--- src/rtl/iob_cpu_bus_split_pkg.sv ---
// Shared types and constants for the CPU-to-IOb bus splitter.
package iob_cpu_bus_split_pkg;

  // Transaction sequencer states.
  typedef enum logic [1:0] {
    ST_IDLE  = 2'd0,
    ST_ISSUE = 2'd1,
    ST_RWAIT = 2'd2,
    ST_DONE  = 2'd3
  } state_t;

  // Byte-strobe width for a given data width.
  function automatic int strb_w(input int data_w);
    return data_w / 8;
  endfunction

  // Read data returned on a timeout abort; sliced to DATA_W by users.
  localparam logic [1023:0] ERR_DATA = '1;

endpackage

--- src/rtl/iob_cpu_bus_timer.sv ---
// Saturating bus-timeout counter. Clear has priority over enable; the
// expired flag is only raised while the counter is enabled, so a stale
// count left over after an abort never leaks into the next transaction.
// TIMEOUT_CYC must fit in TIMEOUT_W bits; 0 removes the counter entirely.
module iob_cpu_bus_timer #(
  parameter int TIMEOUT_W   = 8,
  parameter int TIMEOUT_CYC = 255
) (
  input  logic clk_i,
  input  logic arst_n_i,
  input  logic cke_i,
  input  logic clr_i,
  input  logic en_i,
  output logic expired_o
);

  generate
    if (TIMEOUT_CYC == 0) begin : g_off
      logic w_unused;
      assign w_unused  = &{1'b0, clk_i, arst_n_i, cke_i, clr_i, en_i};
      assign expired_o = 1'b0;
    end else begin : g_on
      localparam logic [TIMEOUT_W-1:0] LP_LIMIT = TIMEOUT_W'(TIMEOUT_CYC);
      logic [TIMEOUT_W-1:0] r_cnt;

      // Count enabled cycles, stopping at all-ones instead of wrapping.
      always_ff @(posedge clk_i or negedge arst_n_i) begin
        if (!arst_n_i) begin
          r_cnt <= '0;
        end else if (cke_i) begin
          if (clr_i) begin
            r_cnt <= '0;
          end else if (en_i && (r_cnt != '1)) begin
            r_cnt <= r_cnt + 1'b1;
          end
        end
      end

      assign expired_o = en_i && (r_cnt == LP_LIMIT);
    end
  endgenerate

endmodule

--- src/rtl/iob_cpu_bus_split.sv ---
// Splits a PicoRV32-style native memory port onto an instruction and a data
// IOb manager bus. One CPU access produces exactly one IOb request; reads
// wait for rvalid, writes complete on acceptance, and a stalled access is
// aborted by the timer with all-ones data and an error pulse.
module iob_cpu_bus_split
  import iob_cpu_bus_split_pkg::*;
#(
  parameter  int ADDR_W      = 32,
  parameter  int DATA_W      = 32,
  parameter  int USE_EXTMEM  = 0,
  parameter  int TIMEOUT_W   = 8,
  parameter  int TIMEOUT_CYC = 255,
  localparam int STRB_W      = strb_w(DATA_W)
) (
  input  logic              clk_i,
  input  logic              arst_n_i,
  input  logic              cke_i,
  input  logic              boot_i,
  input  logic              cpu_valid_i,
  input  logic              cpu_instr_i,
  input  logic [ADDR_W-1:0] cpu_addr_i,
  input  logic [DATA_W-1:0] cpu_wdata_i,
  input  logic [STRB_W-1:0] cpu_wstrb_i,
  output logic              cpu_ready_o,
  output logic [DATA_W-1:0] cpu_rdata_o,
  output logic              cpu_err_o,
  output logic              ibus_avalid_o,
  output logic [ADDR_W-1:0] ibus_addr_o,
  output logic [DATA_W-1:0] ibus_wdata_o,
  output logic [STRB_W-1:0] ibus_wstrb_o,
  input  logic [DATA_W-1:0] ibus_rdata_i,
  input  logic              ibus_rvalid_i,
  input  logic              ibus_ready_i,
  output logic              dbus_avalid_o,
  output logic [ADDR_W-1:0] dbus_addr_o,
  output logic [DATA_W-1:0] dbus_wdata_o,
  output logic [STRB_W-1:0] dbus_wstrb_o,
  input  logic [DATA_W-1:0] dbus_rdata_i,
  input  logic              dbus_rvalid_i,
  input  logic              dbus_ready_i
);

  state_t            r_state;
  state_t            w_state_next;
  logic              r_sel_ibus;
  logic [ADDR_W-1:0] r_addr;
  logic [DATA_W-1:0] r_wdata;
  logic [STRB_W-1:0] r_wstrb;
  logic [DATA_W-1:0] r_rdata;
  logic              r_err;

  logic              w_start;
  logic              w_busy;
  logic              w_expired;
  logic              w_issue;
  logic              w_is_write;
  logic              w_sel_ready;
  logic              w_sel_rvalid;
  logic [DATA_W-1:0] w_sel_rdata;
  logic              w_addr_msb;
  logic [ADDR_W-1:0] w_addr_remap;
  logic              w_ib_act;
  logic              w_db_act;

  assign w_start      = (r_state == ST_IDLE) && cpu_valid_i;
  assign w_busy       = (r_state == ST_ISSUE) || (r_state == ST_RWAIT);
  // An expired request is withdrawn in the same cycle so it cannot be
  // accepted after the CPU has already been told it failed.
  assign w_issue      = (r_state == ST_ISSUE) && !w_expired;
  assign w_is_write   = |r_wstrb;
  assign w_sel_ready  = r_sel_ibus ? ibus_ready_i  : dbus_ready_i;
  assign w_sel_rvalid = r_sel_ibus ? ibus_rvalid_i : dbus_rvalid_i;
  assign w_sel_rdata  = r_sel_ibus ? ibus_rdata_i  : dbus_rdata_i;

  // Boot remap of the address MSB, evaluated on the value being latched.
  always_comb begin
    w_addr_msb = 1'b0;
    if (USE_EXTMEM != 0) begin
      w_addr_msb = cpu_instr_i ? ~boot_i : cpu_addr_i[ADDR_W-1];
    end
    w_addr_remap = {w_addr_msb, cpu_addr_i[ADDR_W-2:0]};
  end

  iob_cpu_bus_timer #(
    .TIMEOUT_W  (TIMEOUT_W),
    .TIMEOUT_CYC(TIMEOUT_CYC)
  ) u_timer (
    .clk_i    (clk_i),
    .arst_n_i (arst_n_i),
    .cke_i    (cke_i),
    .clr_i    (w_start),
    .en_i     (w_busy),
    .expired_o(w_expired)
  );

  // Next-state decode; rvalid is checked before the timeout so it wins a tie.
  always_comb begin
    w_state_next = r_state;
    case (r_state)
      ST_IDLE:  if (cpu_valid_i) w_state_next = ST_ISSUE;
      ST_ISSUE: begin
        if (w_expired) begin
          w_state_next = ST_DONE;
        end else if (w_sel_ready) begin
          w_state_next = w_is_write ? ST_DONE : ST_RWAIT;
        end
      end
      ST_RWAIT: if (w_sel_rvalid || w_expired) w_state_next = ST_DONE;
      ST_DONE:  w_state_next = ST_IDLE;
      default:  w_state_next = ST_IDLE;
    endcase
  end

  // State register, frozen while the clock enable is low.
  always_ff @(posedge clk_i or negedge arst_n_i) begin
    if (!arst_n_i) begin
      r_state <= ST_IDLE;
    end else if (cke_i) begin
      r_state <= w_state_next;
    end
  end

  // Request latch and response capture.
  always_ff @(posedge clk_i or negedge arst_n_i) begin
    if (!arst_n_i) begin
      r_sel_ibus <= 1'b0;
      r_addr     <= '0;
      r_wdata    <= '0;
      r_wstrb    <= '0;
      r_rdata    <= '0;
      r_err      <= 1'b0;
    end else if (cke_i) begin
      if (w_start) begin
        r_sel_ibus <= cpu_instr_i;
        r_addr     <= w_addr_remap;
        r_wdata    <= cpu_wdata_i;
        r_wstrb    <= cpu_wstrb_i;
        r_rdata    <= '0;
        r_err      <= 1'b0;
      end else if ((r_state == ST_RWAIT) && w_sel_rvalid) begin
        r_rdata <= w_sel_rdata;
      end else if (w_busy && w_expired) begin
        r_rdata <= ERR_DATA[DATA_W-1:0];
        r_err   <= 1'b1;
      end
    end
  end

  assign w_ib_act = w_issue && r_sel_ibus;
  assign w_db_act = w_issue && !r_sel_ibus;

  assign ibus_avalid_o = w_ib_act;
  assign ibus_addr_o   = w_ib_act ? r_addr  : '0;
  assign ibus_wdata_o  = w_ib_act ? r_wdata : '0;
  assign ibus_wstrb_o  = w_ib_act ? r_wstrb : '0;

  assign dbus_avalid_o = w_db_act;
  assign dbus_addr_o   = w_db_act ? r_addr  : '0;
  assign dbus_wdata_o  = w_db_act ? r_wdata : '0;
  assign dbus_wstrb_o  = w_db_act ? r_wstrb : '0;

  assign cpu_ready_o = (r_state == ST_DONE);
  assign cpu_rdata_o = cpu_ready_o ? r_rdata : '0;
  assign cpu_err_o   = cpu_ready_o && r_err;

endmodule

--- config.mk ---
export PLATFORM = sky130hd
export DESIGN_NAME = iob_cpu_bus_split
export DESIGN_NICKNAME = d
export VERILOG_FILES = /design/src/rtl/iob_cpu_bus_split_pkg.sv /design/src/rtl/iob_cpu_bus_timer.sv /design/src/rtl/iob_cpu_bus_split.sv
export SDC_FILE = /design/constraint.sdc
export NUM_CORES = 1
export LEC_CHECK = 0
export CORE_MARGIN = 2
export CORE_UTILIZATION = 33
export DETAILED_ROUTE_END_ITERATION = 10
export PLACE_DENSITY = 0.68
export SLEW_MARGIN = 20
export SYNTH_ARGS = -nofsm -noshare
export SYNTH_HDL_FRONTEND = slang
export SYNTH_HIERARCHICAL = 1
export SYNTH_SLANG_ARGS = --single-unit
--- constraint.sdc ---
create_clock -name clk_i -period 6.9 [get_ports clk_i]
set_input_delay 1.38 -clock clk_i [delete_from_list [all_inputs] [get_ports clk_i]]
set_output_delay 1.38 -clock clk_i [all_outputs]
set_load 0.005 [all_outputs]
==> results of run 1 <==
[synth_stat cells, drive strengths merged (2+ instances only)]
library cell / instances / area share [%]
clkbuf: 27 / 1.6
nand2: 3 / 0.18
a41o: 3 / 0.48
a211oi: 2 / 0.24
o22ai: 37 / 3.8
o21ai: 2 / 0.34
and3: 4 / 0.40
buf: 19 / 2.0
nand2b: 2 / 0.20
ha: 6 / 1.2
a31oi: 5 / 0.50
nand3: 2 / 0.16
inv: 11 / 0.67
nor2b: 4 / 0.40
and2: 168 / 17
a21boi: 4 / 0.73
a21oi: 36 / 2.9
mux2: 101 / 20
nor2: 6 / 0.36
dfrtp: 111 / 45
[registers in the layout, indices dropped and copies added (netlist names)]
| signal | cells |
|---|---|
| r_rdata | 32 |
| r_wdata | 32 |
| r_addr | 31 |
| u_timer/g_on.r_cnt | 8 |
| r_wstrb | 4 |
| r_state | 2 |
| r_err | 1 |
| r_sel_ibus | 1 |
[where the power goes]
part	switching [uW]	internal, uW	leakage, uW
Sequential	196	929	0.00126
Combinational	712	1120	0.00261
Clock	244	258	0.000132
[per-layer routing]
layer	wire (um)	up-vias
met3	930	23
met4	419	0
met1	7790	2492
met2	9320	146
met5	0	-
li1	-	2503
[cell families after synthesis]
family | share of synthesized area (%)
and+or+nand+nor | 19.2
muxes | 20.3
AOI/OAI and AO/OA | 10.1
adders and majority gates | 1.21
DFF | 44.8
buffers and inverters | 4.30
other | 0.0605
[worst max path at each step]
stage                       endpoint  slack [ns]  cells after the start
floorplan           ibus_wdata_o[10]        3.47                      8
global placement    ibus_wdata_o[26]        2.25                      8
detailed placement  ibus_wdata_o[26]        2.27                      8
CTS                 ibus_wdata_o[26]        1.87                      8
global route        ibus_wdata_o[26]        1.66                      8
finish              ibus_wdata_o[26]        1.96                      8
[worst register-to-register path: stages, from the launching register on]
cell and delay (ns):
dfrtp_1 0.40, inv_1 0.15, ha_1 0.18, and2_1 0.49
buf_4 0.43, nand2_4 0.52, mux2_2 0.61
[layout make-up]
type | instances | share of cell area [%]
well taps | 234 | 3.01
repair buffers | 317 | 32.4
flip-flops and latches | 111 | 28.5
clock buffers | 11 | 2.49
multi-input cells | 400 | 32.7
inverters | 11 | 0.424
clock inverters | 5 | 0.424
[through the flow]
step	cell area [sq um]	setup slack, ns	total power (uW)
after global placement	9450	2.25	2970
after global routing	9730	1.66	3720
final	9730	1.96	3460
after detailed placement	9450	2.27	2990
after CTS	9730	1.87	3520
after floorplan	6210	3.47	2040
==> qor.yml, run 1 <==
dp_hpwl_um: 13200
clk_latency_ns: 0.35
ys_seq_area_share_pct: 44.8
first_global_vias: 5166
drive_gt1_share_pct: 15.6
reg2reg_slack_ns: 4.00
nets: 998
postCtsSetupRepairBufs: 0
ys_seq_elements: 111
rr_startpoint: "r_state[0]"
fin_hold_ws_ns: 0.490
vias_per_cell: 4.74
ys_warn_count: 6
cp_num_buf_inv: 3
clk_pin_slew_ns: 0.07
powerDensity_nw_per_um2: 356
antenna_found_initial: 0
clockRootBuffer: "clkbuf_16"
use_met2_pct: 31.6
cts_tree: "done"
start_kind: "flip-flop"
r2r_cells: 6
crit_arrival_ns: 3.56
core_area_sq_um: 18600
multi_input_area_sq_um: 3180
nFillCells: 1709
met3_usage_pct: 4.01
criticalPathCategory: "reg2out"
dieArea_sq_um: 19900
start_util_pct: 33.4
instances_no_fill: 1089
synthArstFlopShare_pct: 100
clock_sinks: 111
hp-class: "reg2reg"
worstHoldStart: "r_err"
mostFrequentLayoutCells: "clkdlybuf4s50_1, and2_1, dfrtp_1"
grt_use_met1_pct: 22.5
rsz0062_at_grt: "false"
synth-edff-count: 0
wirelength_um: 18500
leakage_uw: 0.00401
cts_buffers: 9
crit_start: "r_state[0]"
tightest_slew_ns: 1.05
hold_viol: 0
rows: 50
die_h_um: 141
portBuffers: 309
worstReg2RegEnd: "r_wdata[0]"
gp_congestion: 0.779
dominantRegCellSynth: "dfrtp_1"
slowest_delay_ns: 0.56
grt.busiest_layer: "met2"
grt_max_degree: 70
ctsHoldBuffers: 0
crit_chain: "inv_1 > ha_1 > and4_1 > nand2b_1 > nor2_4 > buf_4 > and2_1 > clkdlybuf4s50_1"
grt_pass1_wl_um: 28800
chipWidth_um: 141
cp.required_ns: 5.52
cp_top_family: "simple AND/OR/NAND/NOR gates"
syn_area_sq_um: 6200
area_delta_synth_final_pct: 56.9
drv_cap: 0
setup_tns_ns: 0
fmax_ghz: 0.202
setup_viol_count_final: 0
grtUsageTotal_pct: 18.2
max_slew_margin_pct: 29.7
ys_types: 43
finClkSkew_ns: 0.0110
vias: 5164
avgSynthCellArea_sq_um: 10.9
gr-total-overflow: 0
ant_nets: 0
hold_depth: 1
ios: 314
ff_latch_area_sq_um: 2780
min_to: "r_err"
layout_commonest_cell: "clkdlybuf4s50_1"
cts_max_level: 3
drtPass1Iterations: 4
clock_path_buffers: 2
crit_fanout: 35
synth_cells: 567
drt-initial-drc-count: 163
fin_crit_ns: 4.94
drcViolationCount: 0
finalMaxSlewViolations: 0
diodes: 0
cts_resized: 0
wl_per_cell_um: 17.0
end_kind: "output port"
crit_path_top_delay_cell: "nor2_4"
dp.cells: 1073
peakVddDrop_mv: 0.157
finalCritPeriodShare_pct: 71.6
status: "finished clean"
fin_util_pct: 52.4
Power figures use the tool's default switching activity.
==> inputs of run 2 (changes only) <==
PLACE_DENSITY = 0.71   (was 0.68)
clock period = 4.05 ns   (was 6.9 ns; I/O delays follow)
==> qor.yml, run 2 (synthesis gave the netlist of run 1 again) <==
crit_arrival_ns: 2.97
ctsHoldBuffers: 0
clk_pin_slew_ns: 0.08
start_util_pct: 33.4
grtUsageTotal_pct: 17.9
worstReg2RegEnd: "r_rdata[22]"
antenna_found_initial: 0
fmax_ghz: 0.264
rows: 50
gr-total-overflow: 0
hp-class: "in2async"
rsz0062_at_grt: "false"
postCtsSetupRepairBufs: 0
vias_per_cell: 4.76
drv_cap: 0
start_kind: "flip-flop"
die_h_um: 141
wl_per_cell_um: 16.7
powerDensity_nw_per_um2: 609
vias: 5215
core_area_sq_um: 18600
end_kind: "output port"
leakage_uw: 0.00406
pwr-share-clk_pct: 15.0
cp.required_ns: 3.24
clockRootBuffer: "clkbuf_16"
reg2reg_slack_ns: 1.53
clock_sinks: 111
max_slew_margin_pct: 50.6
first_global_vias: 5069
grt_pass1_wl_um: 28300
p_sw_uw: 2030
drt-initial-drc-count: 160
finalCritPeriodShare_pct: 93.4
drtPass1Iterations: 4
cts_resized: 0
nFillCells: 1718
dieArea_sq_um: 19900
portBuffers: 309
fin_crit_ns: 3.78
drive_gt1_share_pct: 16.4
gp_congestion: 0.796
dp.cells: 1080
diodes: 0
grt_max_degree: 76
crit_fanout: 68
criticalPathCategory: "reg2out"
mostFrequentLayoutCells: "clkdlybuf4s50_1, and2_1, dfrtp_1"
p_seq_share_pct: 32.0
dp_hpwl_um: 13100
reg_top3: "r_rdata (32), r_wdata (32), r_addr (31)"
clock_path_buffers: 2
cts_buffers: 9
finalMaxSlewViolations: 0
peakVddDrop_mv: 0.295
ios: 314
drcViolationCount: 0
power.internal_uw: 3970
wirelength_um: 18300
layout_commonest_cell: "clkdlybuf4s50_1"
crit_start: "u_timer/g_on.r_cnt[3]"
p_comb_share_pct: 53.1
chipWidth_um: 141
setup_viol_count_final: 0
tightest_slew_ns: 0.741
swShare_pct: 33.8
hold_viol: 0
area_delta_synth_final_pct: 58.6
ant_nets: 0
instances_no_fill: 1096
cts_max_level: 3
nets: 1005
rr_startpoint: "u_timer/g_on.r_cnt[3]"
cts_tree: "done"
finClkSkew_ns: 0.0112
clk_latency_ns: 0.36
status: "finished clean"
setup_tns_ns: 0
r2r_cells: 7
critPathCapture: "dbus_wdata_o[19]"
-- run 2: area by class of cell --
class | count | area [sq um] | share of cell area (%)
Clock buffer | 9 | 225 | 2.29
Multi-Input combinational cell | 400 | 3180 | 32.4
Timing Repair Buffer | 324 | 3240 | 33.0
Sequential cell | 111 | 2780 | 28.2
Inverter | 11 | 41.3 | 0.420
Tap cell | 234 | 293 | 2.98
Clock inverter | 7 | 73.8 | 0.750
-- run 2: power by group through the flow --
| stage | logic [uW] | clock network, uW | registers, uW |
|---|---|---|---|
| finish | 3180 | 897 | 1920 |
| global placement | 3160 | 0 | 1920 |
| floorplan | 1670 | 0 | 1800 |
| CTS | 3220 | 941 | 1920 |
| global route | 3440 | 976 | 1990 |
| detailed placement | 3210 | 0 | 1940 |
-- run 2: metrics by stage --
step | hold WS [ns] | setup WS (ns) | utilization [%] | cell area, sq um | power, uW
global placement | 0.473 | 0.675 | 51.3 | 9540 | 5080
floorplan | 0.456 | 1.19 | - | 6210 | 3470
CTS | 0.495 | 0.239 | 52.9 | 9840 | 6080
finish | 0.474 | 0.266 | 53.0 | 9840 | 6000
global route | 0.512 | 0.109 | 53.0 | 9840 | 6410
detailed placement | 0.477 | 0.652 | 51.3 | 9540 | 5150
-- run 2: how the worst min path moves through the flow --
| stage | to | from | cells after the start | slack, ns |
|---|---|---|---|---|
| after floorplan | r_err | r_err | 1 | 0.46 |
| after global placement | r_err | r_err | 1 | 0.47 |
| after detailed placement | r_err | r_err | 1 | 0.48 |
| after CTS | r_err | r_err | 1 | 0.50 |
| after global routing | r_rdata[12] | r_rdata[12] | 1 | 0.51 |
| final | r_wdata[26] | arst_n_i | 1 | 0.47 |
-- run 2: worst max-delay path, cell delays in order (launching register included) --
cell and delay [ns]:
dfrtp_1 0.44, and3_1 0.24, and3_1 0.24, and4_1 0.27, nand2b_1 0.27, nor2_4 0.15
buf_12 0.24, and2_1 0.21, clkdlybuf4s50_1 0.53
-- run 2: routing by layer --
layer | GRT usage (%) | routed length [um]
met1 | 22.1 | 7730
met2 | 31.6 | 9410
met3 | 3.33 | 824
met4 | 5.68 | 353
met5 | 0 | 0
==> inputs of run 3 (changes only) <==
CORE_UTILIZATION = 35   (was 33)
PLACE_DENSITY = 0.75   (was 0.71)
==> qor.yml, run 3 (synthesis gave the netlist of run 1 again) <==
hold_viol: 0
cts_max_level: 3
finalMaxSlewViolations: 0
dieArea_sq_um: 18800
ctsHoldBuffers: 0
reg_top3: "r_rdata (32), r_wdata (32), r_addr (31)"
grt_pass1_wl_um: 27200
end_kind: "output port"
p_comb_share_pct: 53.3
status: "finished clean"
cts_tree: "done"
tightest_slew_ns: 0.784
power.internal_uw: 4000
criticalPathCategory: "reg2out"
setup_tns_ns: 0
finClkSkew_ns: 0.0108
pwr-share-clk_pct: 14.3
instances_no_fill: 1085
start_util_pct: 35.9
nets: 1003
portBuffers: 309
finalCritPeriodShare_pct: 95.1
drv_cap: 0
clockRootBuffer: "clkbuf_16"
grt_max_degree: 70
hold_depth: 1
clk_pin_slew_ns: 0.07
vias_per_cell: 4.72
vias: 5123
dp.cells: 1069
hp-class: "reg2reg"
clk_latency_ns: 0.35
cts_buffers: 9
max_slew_margin_pct: 47.6
gr-total-overflow: 0
fin_crit_ns: 3.85
p_sw_uw: 1970
peakVddDrop_mv: 0.277
fin_hold_ws_ns: 0.492
gp_congestion: 0.795
ios: 314
swShare_pct: 33.0
start_kind: "flip-flop"
worstHoldStart: "r_err"
crit_arrival_ns: 3.04
rows: 48
wl_per_cell_um: 16.6
layout_commonest_cell: "clkdlybuf4s50_1"
drive_gt1_share_pct: 16.2
p_seq_share_pct: 32.3
cts_resized: 0
area_delta_synth_final_pct: 58.1
leakage_uw: 0.00406
drt-initial-drc-count: 284
postCtsSetupRepairBufs: 0
mostFrequentLayoutCells: "clkdlybuf4s50_1, and2_1, dfrtp_1"
min_to: "r_err"
ant_nets: 0
cp.required_ns: 3.24
rr_startpoint: "u_timer/g_on.r_cnt[3]"
core_area_sq_um: 17300
diodes: 0
wirelength_um: 18000
first_global_vias: 5059
reg2reg_slack_ns: 1.41
r2r_cells: 7
chipWidth_um: 137
setup_ws_ns: 0.199
setup_viol_count_final: 0
clock_sinks: 111
antenna_found_initial: 0
drtPass1Iterations: 4
drcViolationCount: 0
clock_path_buffers: 2
grtUsageTotal_pct: 18.7
crit_fanout: 60
rsz0062_at_grt: "false"
fmax_ghz: 0.260
worstReg2RegEnd: "r_rdata[21]"
place_ws_ns: 0.548
die_h_um: 137
dp_hpwl_um: 13100
powerDensity_nw_per_um2: 609
run 3: cell types whose count changed in the layout (fill, tap and decap cells not counted), moves of 2 or more:
cell      previous run  this run
clkinv_4             2         0
inv_8                2         0
clkinv_2             0         3
buf_4               12        10
run 3: power groups by stage:
stage	clock network [uW]	registers, uW	logic, uW
2_1_floorplan	0	1800	1670
3_3_place_gp	0	1920	3180
3_5_place_dp	0	1950	3220
4_1_cts	893	1930	3240
5_1_grt	932	2000	3470
6_report	856	1930	3180
run 3: metal layers:
| metal | track usage (%) | routed length (um) | vias to the layer above |
|---|---|---|---|
| li1 | - | - | 2516 |
| met1 | 21.8 | 7100 | 2415 |
| met2 | 32.1 | 9080 | 159 |
| met3 | 5.81 | 1320 | 33 |
| met4 | 7.16 | 493 | 0 |
| met5 | 0 | 0 | - |
run 3: worst max-delay path: stages (launching register included):
cell and delay [ns]:
dfrtp_1 0.44, and3_1 0.25, and3_1 0.24, and4_1 0.26, nand2b_1 0.26, nor2_4 0.26
buf_12 0.26, and2_1 0.20, clkdlybuf4s50_1 0.51
run 3: how the worst max path moves through the flow:
stage | start | end | slack [ns] | depth (start not counted)
after CTS | u_timer/g_on.r_cnt[3] | ibus_wdata_o[23] | 0.14 | 8
final | u_timer/g_on.r_cnt[3] | ibus_wdata_o[23] | 0.20 | 8
after global placement | u_timer/g_on.r_cnt[3] | dbus_wdata_o[21] | 0.57 | 8
after floorplan | r_state[0] | ibus_wdata_o[10] | 1.19 | 8
after global routing | u_timer/g_on.r_cnt[2] | dbus_wdata_o[21] | 0.006 | 8
after detailed placement | u_timer/g_on.r_cnt[3] | dbus_wdata_o[21] | 0.55 | 8
run 3: area by class of cell:
class	instances	area (sq um)
Clock buffer	10	239
Clock inverter	6	41.3
Fill cell	1542	7490
Inverter	11	41.3
Multi-Input combinational cell	400	3180
Sequential cell	111	2780
Tap cell	225	282
Timing Repair Buffer	322	3240
run 3: metrics by stage:
stage               power (uW)  area [sq um]  utilization, %
floorplan                 3470          6210               -
CTS                       6060          9800            56.7
detailed placement        5160          9520            55.1
finish                    5970          9800            56.7
global route              6400          9800            56.7
global placement          5110          9520            55.1
